**config.mk**
```make
export PLATFORM = sky130hd
export DESIGN_NAME = parking_sensor_emulator
export DESIGN_NICKNAME = d
export VERILOG_FILES = /design/src/rtl/parking_sensor_emulator.sv
export SDC_FILE = /design/constraint.sdc
export NUM_CORES = 1
export LEC_CHECK = 0
export CAP_MARGIN = 5
export CORE_ASPECT_RATIO = 0.6
export CORE_MARGIN = 5
export CORE_UTILIZATION = 35
export DETAILED_ROUTE_END_ITERATION = 10
export PLACE_DENSITY_LB_ADDON = 0.15
export SLEW_MARGIN = 10
export SYNTH_ARGS = -nofsm -noshare
export SYNTH_HDL_FRONTEND = slang
export SYNTH_SLANG_ARGS = --single-unit
```
**constraint.sdc**
```tcl
create_clock -name clk -period 3.2 [get_ports clk]
set_input_delay 0.64 -clock clk [delete_from_list [all_inputs] [get_ports clk]]
set_output_delay 0.64 -clock clk [all_outputs]
set_load 0.01 [all_outputs]
```
**src/rtl/parking_sensor_emulator.sv**
```systemverilog
// Two-beam (a,b) parking sensor waveform generator; plays queued enter/exit
// requests as complete Gray-coded passes for the parking lot counter.
//   state | meaning
//   IDLE  | ab=00, waiting for a pending request
//   PH1   | first beam broken (enter 10, exit 01)
//   PH2   | both beams broken (11)
//   PH3   | second beam only (enter 01, exit 10)
//   GAP   | ab=00 spacer after each car, car_done in its first cycle
module parking_sensor_emulator #(
  parameter int HOLD_CYCLES = 4,
  parameter int GAP_CYCLES  = 2,
  parameter int CNT_W       = 4
) (
  input  logic             clk,
  input  logic             rst,
  input  logic             enter_req,
  input  logic             exit_req,
  output logic             a,
  output logic             b,
  output logic             busy,
  output logic             car_done,
  output logic             done_dir,
  output logic [CNT_W-1:0] enter_pend,
  output logic [CNT_W-1:0] exit_pend,
  output logic             overflow
);

  localparam int MAX_CYC = (HOLD_CYCLES > GAP_CYCLES) ? HOLD_CYCLES : GAP_CYCLES;
  localparam int TMR_W   = (MAX_CYC > 1) ? $clog2(MAX_CYC) : 1;
  localparam logic [TMR_W-1:0] HOLD_LD = TMR_W'(HOLD_CYCLES - 1);
  localparam logic [TMR_W-1:0] GAP_LD  = TMR_W'(GAP_CYCLES - 1);
  localparam logic [CNT_W-1:0] CNT_MAX = '1;

  localparam logic [2:0] S_IDLE = 3'd0;
  localparam logic [2:0] S_PH1  = 3'd1;
  localparam logic [2:0] S_PH2  = 3'd2;
  localparam logic [2:0] S_PH3  = 3'd3;
  localparam logic [2:0] S_GAP  = 3'd4;

  logic [2:0]       state, state_nx;
  logic [TMR_W-1:0] timer, timer_nx;
  logic             dir, dir_nx;
  logic             prio_enter;
  logic             pick_any, pick_enter, start;
  logic             deq_en, deq_ex;
  logic [1:0]       ab_nx;

  assign pick_any   = (enter_pend != '0) || (exit_pend != '0);
  assign pick_enter = (enter_pend != '0) && ((exit_pend == '0) || prio_enter);

  always_comb begin
    state_nx = state;
    timer_nx = timer;
    dir_nx   = dir;
    start    = 1'b0;
    case (state)
      S_IDLE: start = pick_any;
      S_PH1, S_PH2, S_PH3: begin
        if (timer == '0) begin
          state_nx = (state == S_PH3) ? S_GAP : state + 3'd1;
          timer_nx = (state == S_PH3) ? GAP_LD : HOLD_LD;
        end else begin
          timer_nx = timer - 1'b1;
        end
      end
      S_GAP: begin
        if (timer == '0) begin
          if (pick_any) start = 1'b1;
          else          state_nx = S_IDLE;
        end else begin
          timer_nx = timer - 1'b1;
        end
      end
      default: state_nx = S_IDLE;
    endcase
    if (start) begin
      state_nx = S_PH1;
      timer_nx = HOLD_LD;
      dir_nx   = pick_enter;
    end
    deq_en = start && pick_enter;
    deq_ex = start && !pick_enter;
  end

  // ab is registered from the next state so it lines up with the state it describes
  always_comb begin
    case (state_nx)
      S_PH1:   ab_nx = dir_nx ? 2'b10 : 2'b01;
      S_PH2:   ab_nx = 2'b11;
      S_PH3:   ab_nx = dir_nx ? 2'b01 : 2'b10;
      default: ab_nx = 2'b00;
    endcase
  end

  always_ff @(posedge clk) begin
    if (rst) begin
      state      <= S_IDLE;
      timer      <= '0;
      dir        <= 1'b0;
      prio_enter <= 1'b1;
      a          <= 1'b0;
      b          <= 1'b0;
      busy       <= 1'b0;
      car_done   <= 1'b0;
      done_dir   <= 1'b0;
      enter_pend <= '0;
      exit_pend  <= '0;
      overflow   <= 1'b0;
    end else begin
      state    <= state_nx;
      timer    <= timer_nx;
      dir      <= dir_nx;
      {a, b}   <= ab_nx;
      busy     <= (state_nx != S_IDLE);
      car_done <= (state_nx == S_GAP) && (state != S_GAP);
      if ((state_nx == S_GAP) && (state != S_GAP)) done_dir <= dir;
      if (start) prio_enter <= !pick_enter;

      if (enter_req && !deq_en) begin
        if (enter_pend == CNT_MAX) overflow <= 1'b1;
        else                       enter_pend <= enter_pend + 1'b1;
      end else if (deq_en && !enter_req) begin
        enter_pend <= enter_pend - 1'b1;
      end

      if (exit_req && !deq_ex) begin
        if (exit_pend == CNT_MAX) overflow <= 1'b1;
        else                      exit_pend <= exit_pend + 1'b1;
      end else if (deq_ex && !exit_req) begin
        exit_pend <= exit_pend - 1'b1;
      end
    end
  end

endmodule

```
# Yosys cells after proc, flatten, opt, wreduce, memory -nomap -nowiden
# Cells that the tools add are included.
# classes
addsub	6
eq_ne	14
mux	28
n_reduce_logical	28
# op_table
operator	count
4-bit 2-to-1 mux	6
3-bit 2-to-1 mux	5
3-bit by 2-bit == test with 1-bit output (second input constant)	4
2-bit 2-to-1 mux	6
3-bit one-hot mux with 3 select lines	1
4-bit by 1-bit adder with 4-bit output (second input constant)	2
4-bit == test (second input constant)	2
1-bit logical AND	8
4-bit nonzero test	2
4-bit by 1-bit subtractor with 4-bit output (second input constant)	2
1-bit 2-to-1 mux	7
3-bit by 1-bit == test with 1-bit output (second input constant)	2
3-bit == test (second input constant)	2
3-bit inequality test (second input constant)	2
2-bit one-hot mux with 3 select lines	1
2-bit AND reduction	3
3-bit nonzero test	2
1-bit zero test	5
4-bit zero test	1
2-bit inequality test (second input constant)	2
2-bit one-hot mux with 2 select lines	1
2-bit nonzero test	2
3-bit by 1-bit adder with 3-bit output (second input constant)	1
3-bit zero test	1
5 further kinds	6
# word_totals
output_inout_bits	14
inputBits	4
register_bits	21

# Depth between registers and ports, before layout
# Gate-level depths: netlist (run 1).
# logic_depth
ltp_word	11
depth_mapped	11
depth_no_buf	11

# Worst setup path after synthesis (run 1)
# Ideal clock, no wire load.
# synth_timing
path_type	reg2reg
startpoint	register exit_pend[0]
endpoint	register exit_pend[3]
slack_ps	669
path_buffers	0
stages_incl_launch_ff	10
arrival_ps	2410
cell_sequence	dfxtp_1 > or4_4 > o2111ai_2 > nand2_2 > ha_1 > a21o_1 > a21oi_1 > nand2b_1 > o32ai_2 > mux2_2
# synth_via
elab_chain_len	10
# synth_rtl
element	line	source
start, declared	24	output logic [CNT_W-1:0] exit_pend,
start signal, assigned	128	else exit_pend <= exit_pend + 1'b1;
start signal, assigned	130	exit_pend <= exit_pend - 1'b1;
4-bit nonzero test	48	assign pick_any = (enter_pend != '0) || (exit_pend != '0);
1-bit logical OR	48	
1-bit 2-to-1 mux	68	if (pick_any) start = 1'b1;
1-bit 2-to-1 mux	67	if (timer == '0) begin
1-bit one-hot mux with 2 select lines	56	case (state)
1-bit logical AND	82	deq_ex = start && !pick_enter;
1-bit zero test	126	if (exit_req && !deq_ex) begin
1-bit logical AND	126	
2-bit inequality test (no source line) or 2-bit nonzero test (tied branches)	--	
2-bit AND reduction (no source line)	--	
# Parallel ways exist; a longest one is shown, timed or not. The select of a mux whose other input is x is not followed.
# A chain may end at the register's enable or synchronous reset.

# Worst setup path after layout (run 1)
# Ends and elaborated chain as after synthesis.

==> reports/metrics.cfg, run 1 <==
[status]
status = completed

[place]
port_buffers = 17
place_congestion = 0.8535
hpwl_um = 2467

[sta]
hold_viol = 0
drv_slew = 0
fin_tns_setup_ns = 0
finalSetupViolCount = 0
period_share = 0.8392
slew_headroom = 0.6722
skew_ns = 0.007328
max_freq_mhz = 372.4
rsz0062_at_grt = false
tightest_slew_ns = 0.4794
post-route-min-period_ns = 2.685

[layout]
syn2layout_area_growth_pct = 19.74
antennaDiodeCount = 0
nNetsFinal = 198
fin_util = 0.4274
drive_gt1_frac = 0.1271

[setup_path]
cp_cell_sequence = or4_4, o2111ai_2, nand2_2, ha_1, a21o_1, a21oi_1, nand2b_1, o32ai_2, mux2_2
endpoint_kind = flop
cpPeakStageDelay_ns = 0.59
path_buf_inv = 0
cp_top_family = simple AND/OR/NAND/NOR gates
critPathMaxFanout = 7
critPathArrivalTime_ns = 2.84
start_kind = flop
slowest_stage = or4_4
criticalPathCategory = reg2reg
required_ns = 3.35

[power_and_ir_drop]
power.internal_uw = 1078
clkPwrFrac = 0.092
p_seq_frac = 0.260
combinationalPowerShare = 0.648
p_sw_uw = 863.3
p_per_area_nw_per_um2 = 1127
power.leakage_uw = 0.0006887
swShare = 0.4446
ir_drop_mv = 0.3800

[synthesis]
muxShareOfSynthArea = 0.06435
synth_top_family_by_area = simple AND/OR/NAND/NOR gates
synthDistinctLibCells = 45
yosysTopAreaCellShare = 0.2922
ys_ff_latch = 21
post-synth-top-count-cell = dfxtp_1
yosysWarnings = 0
syn_nets = 179
synthXorXnorAreaFrac = 0.02435
synth_edf_count = 0
synth_area_um2 = 1439
yosys.area_share.simple = 0.2443
synth_top_cells_by_count = dfxtp_1, nor2_1, a21oi_1, ha_1, nand2_1
async_flop_share = 0
synth_compound_area_frac = 0.2200
synth_area_leaders = dfxtp_1, ha_1, nor2_1
synthCells = 163
synth.largest_area_cell = dfxtp_1
yosysSeqAreaShare = 0.2922
ys.flop_type = dfxtp_1
synth-adder-area-share = 0.1148
syn_avg_cell_area_um2 = 8.827

[routing]
dr.pass1.iters = 4
vias = 1229
wl_um = 3186
drc = 0
routed_via_density = 5.320
dr.first_iter.drc_count = 98
ant_nets = 0
wl_per_cell_um = 13.79

[clocking]
cts.sinks = 21
clockRootBuffer = clkbuf_8
htree_levels = 1
cts_inserted_buffers = 3
cts_setup_buffers = 0
clockBufferDepth = 2
cts.clk_slew.worst_paths_ns = 0.07
ctsHoldBuffers = 0
cts_tree = done
cts_resized = 0
clk_latency_ns = 0.26

[grt]
antenna_found_initial = 0
grtUsageTotal = 0.1261
grt_pass1_vias = 1179
grt_max_degree = 16
grt_overflow = 0
grt_pass1_wl_um = 5499

[floorplanning]
num_rows = 18
dieArea_um2 = 5535
die_height_um = 59.67
ioPinCount = 18
die_x_um = 92.78
core-area_um2 = 4031
initial_utilization = 0.3569

[flow_run]
drv_cap = 0

[hold_path]
min_path_type = reg2reg

[worst register-to-register path, stage by stage, from the launching register on]
cell,delay (ns)
dfxtp_1,0.41
or4_4,0.59
o2111ai_2,0.17
nand2_2,0.15
ha_1,0.29
a21o_1,0.17
a21oi_1,0.21
nand2b_1,0.10
o32ai_2,0.13
mux2_2,0.36
[flip-flops by register name (all words and copies together), names as in the netlist]
name,flops
a,1
b,1
busy,1
car_done,1
dir,1
done_dir,1
enter_pend,4
exit_pend,4
overflow,1
prio_enter,1
state,3
timer,2
[power groups by stage]
stage          clock network (uW)  logic, uW  registers (uW)
6_report                      178       1260             505
3_5_place_dp                    0       1260             512
3_3_place_gp                    0       1240             505
5_1_grt                       199       1400             529
4_1_cts                       187       1270             507
2_1_floorplan                   0        898             511
[final cells by class]
| cell class | instances | area [um2] |
|---|---|---|
| clock buffers | 3 | 41.29 |
| clock inverters | 1 | 7.507 |
| fillers | 392 | 2308 |
| inverters | 8 | 30.03 |
| multi-input cells | 127 | 960.9 |
| flip-flops and latches | 21 | 420.4 |
| well taps | 50 | 62.56 |
| repair buffers | 21 | 200.2 |
[through the flow]
stage,area [um2],worst slack (ns),total power (uW),std cells,hold slack (ns)
after CTS,1723,0.4950,1966,231,0.4810
final,1723,0.5146,1942,231,0.4784
after global routing,1723,0.3541,2126,231,0.4985
after floorplan,1439,0.6693,1409,163,0.4367
after detailed placement,1674,0.4625,1772,227,0.4663
after global placement,1674,0.5477,1750,227,0.4493
[cells by family (layout without fill, tap and decap cells)]
family	Yosys count	after routing
buf+inv	15	33
compound gates	39	39
flops	21	21
simple gates	63	63
xor+xnor	4	4
fa+ha+maj	12	12
mux	9	9
[layer usage]
layer | vias to the layer above | global-route usage | routed length (um)
met4 | 0 | 0.03132 | 24
met3 | 5 | 0.04528 | 188
met5 | - | 0 | 0
met2 | 24 | 0.1863 | 1361
li1 | 629 | - | -
met1 | 571 | 0.1756 | 1611
[placed cells by master (no fill, tap or decap), types with 6 or more instances in the layout]
master / synthesis / final
nand2_1: 10 / 10
ha_1: 10 / 10
inv_1: 8 / 8
a21oi_1: 10 / 10
clkdlybuf4s50_1: 0 / 17
nor2b_1: 6 / 6
dfxtp_1: 21 / 21
mux2i_1: 7 / 7
nor2_1: 19 / 19
nand2b_1: 6 / 6
[worst paths after layout]
kind                                   start            to  slack (ns)  depth (start not counted)
worst max register to register  exit_pend[0]  exit_pend[3]        0.51                          9
worst min-delay path                timer[0]      timer[0]        0.48                          1
worst min register to register      timer[0]      timer[0]        0.48                          1
worst max-delay path            exit_pend[0]  exit_pend[3]        0.51                          9
(Power assumes the default switching activity.)
==> inputs of run 2 (changes only) <==
Clock period 3.2 ns to 2.2 ns, I/O delays scaled along.
==> run 2 against run 1 <==
Compared with the run above: the run now ends with setup timing left; highest routed layer unchanged; non-clock buffer count rose by 41; die area stayed put; register-to-register slack worse by 0.65 ns.
==> reports/metrics.cfg, run 2 (same netlist as run 1, synthesis figures left out) <==
[status]
status = finished with violations  ; was completed
violations = setup timing

[power_and_ir_drop]
swShare = 0.4113  ; was 0.4446
power.internal_uw = 2163  ; was 1078 uW
clkPwrFrac = 0.073  ; was 0.092
p_seq_frac = 0.174  ; was 0.260
combinationalPowerShare = 0.754  ; was 0.648
ir_drop_mv = 1.006  ; was 0.3800 mV
p_per_area_nw_per_um2 = 1705  ; was 1127 nW/um2
p_total_uw = 3673  ; was 1942 uW
power.leakage_uw = 0.0009117  ; was 0.0006887 uW
p_sw_uw = 1511  ; was 863.3 uW

[layout]
antennaDiodeCount = 0  ; unchanged
drive_gt1_frac = 0.3514  ; was 0.1271
mostFrequentLayoutCell = buf_4  ; was dfxtp_1
syn2layout_area_growth_pct = 49.74  ; was 19.74%
nNetsFinal = 239  ; was 198
fin_util = 0.5345  ; was 0.4274
top_regs = enter_pend x4, exit_pend x4, state x3  ; unchanged
final_cell_mix = buf_4, nor2_1, dfxtp_1, clkdlybuf4s50_1, nand2_1  ; was dfxtp_1, nor2_1, clkdlybuf4s50_1

[sta]
skew_ns = 0.005213  ; was 0.007328 ns
period_share = 1.064  ; was 0.8392
post-route-min-period_ns = 2.340  ; was 2.685 ns
fin_hold_ws_ns = 0.4824  ; was 0.4784 ns
rsz0062_at_grt = true  ; was false
worst_slack_ns = -0.1400  ; was 0.5146 ns
tightest_slew_ns = 0.4890  ; was 0.4794 ns
drv_slew = 0  ; unchanged
max_freq_mhz = 427.3  ; was 372.4 MHz
slew_headroom = 0.6647  ; was 0.6722
hold_viol = 0  ; unchanged
finalSetupViolCount = 2  ; was 0

[routing]
wl_um = 3748  ; was 3186 um
vias = 1415  ; was 1229
routed_via_density = 5.202  ; was 5.320
dr.pass1.iters = 4  ; unchanged
wl_per_cell_um = 13.78  ; was 13.79 um
ant_nets = 0  ; unchanged
dr.first_iter.drc_count = 35  ; was 98
drc = 0  ; unchanged

[floorplanning]
core-area_um2 = 4031  ; unchanged
die_height_um = 59.67  ; unchanged
initial_utilization = 0.3569  ; unchanged
dieArea_um2 = 5535  ; unchanged
die_x_um = 92.78  ; unchanged
num_rows = 18  ; unchanged
ioPinCount = 18  ; unchanged

[clocking]
htree_levels = 1  ; unchanged
cts_inserted_buffers = 3  ; unchanged
cts.clk_slew.worst_paths_ns = 0.08  ; was 0.07 ns
clk_latency_ns = 0.27  ; was 0.26 ns
clockBufferDepth = 2  ; unchanged
clockRootBuffer = clkbuf_8  ; unchanged
cts.sinks = 21  ; unchanged
ctsHoldBuffers = 0  ; unchanged
cts_tree = done  ; unchanged

[grt]
grt_overflow = 0  ; unchanged
grt_pass1_vias = 1400  ; was 1179
grt_pass1_wl_um = 6499  ; was 5499 um
antenna_found_initial = 0  ; unchanged
grt_max_degree = 17  ; was 16
grtUsageTotal = 0.1499  ; was 0.1261

[setup_path]
timing.rr.start = enter_pend[1]  ; was exit_pend[0]
endpoint_kind = flop  ; unchanged
critPathArrivalTime_ns = 2.50  ; was 2.84 ns
reg2regPathDepth = 9  ; unchanged
criticalPathCategory = reg2reg  ; unchanged
start_kind = flop  ; unchanged
r2r-end = enter_pend[3]  ; was exit_pend[3]
required_ns = 2.36  ; was 3.35 ns
critPathMaxFanout = 3  ; was 7
worst-r2r-setup-slack_ns = -0.14  ; was 0.51 ns

[flow_run]
drv_cap = 0  ; unchanged

[hold_path]
worst_hold_path.endpoint = timer[1]  ; was timer[0]
min_from = timer[1]  ; was timer[0]
whs_path_depth = 2  ; was 1
min_path_type = reg2reg  ; unchanged

[place]
hpwl_um = 2918  ; was 2467 um
place_congestion = 0.8141  ; was 0.8535
port_buffers = 17  ; unchanged

[run 2: changes by cell type in the layout (fill, tap and decap cells not counted), sizes merged]
cell | previous run | this run
buf | 4 | 45
[run 2: timing repair]
action,in CTS,in global routing
pin swaps,5,3
gates resized for setup,1,8
setup buffers,2,3
endpoints found under the setup margin,2,6
hold endpoints to repair,0,0
cloned,0,0
[run 2: power by group through the flow]
stage	clock (uW)	combinational, uW	sequential [uW]
2_1_floorplan	0	1450	770
6_report	268	2770	638
3_5_place_dp	0	2590	649
5_1_grt	294	3040	658
3_3_place_gp	0	2530	645
4_1_cts	280	2680	638
[run 2: worst max-delay path, stage by stage, from the launching register on]
cell and delay, ns:
dfxtp_4 0.35, or4_4 0.53, o2111ai_4 0.12, nand2_4 0.09, ha_4 0.24, a21o_1 0.17, a21oi_2 0.15, nand2_1 0.11
o32ai_4 0.14, mux2_4 0.32
[run 2: stage by stage]
step	instances	worst slack [ns]	instance area [um2]	TNS (ns)
detailed placement	263	-0.1266	2027	-0.2309
finish	272	-0.1400	2155	-0.2440
floorplan	163	-0.1271	1521	-0.2509
global route	272	-0.2193	2155	-0.4517
global placement	263	-0.04023	2027	-0.07895
CTS	269	-0.1364	2102	-0.2531
[run 2: worst max path at each step]
stage,start,end,slack (ns),cells after the start
final,enter_pend[1],enter_pend[3],-0.14,9
after global routing,enter_pend[3],enter_pend[3],-0.22,9
after CTS,exit_pend[0],enter_pend[3],-0.14,11
after detailed placement,enter_pend[1],enter_pend[3],-0.13,9
after global placement,exit_pend[0],exit_pend[3],-0.04,9
after floorplan,enter_pend[1],enter_pend[3],-0.13,9
[run 2: final cells by class]
class                           instances  area, um2
Sequential cell                        21      430.4
Tap cell                               50      62.56
Inverter                                8      30.03
Clock buffer                            3      41.29
Fill cell                             357       1877
Clock inverter                          1      7.507
Timing Repair Buffer                   62      508.0
Multi-Input combinational cell        127       1075
[run 2: routing by layer]
metal,global-route usage,part of all wire
met5,0,0
met3,0.03396,0.036
met4,0.05846,0.014
met1,0.2111,0.53
met2,0.2242,0.41
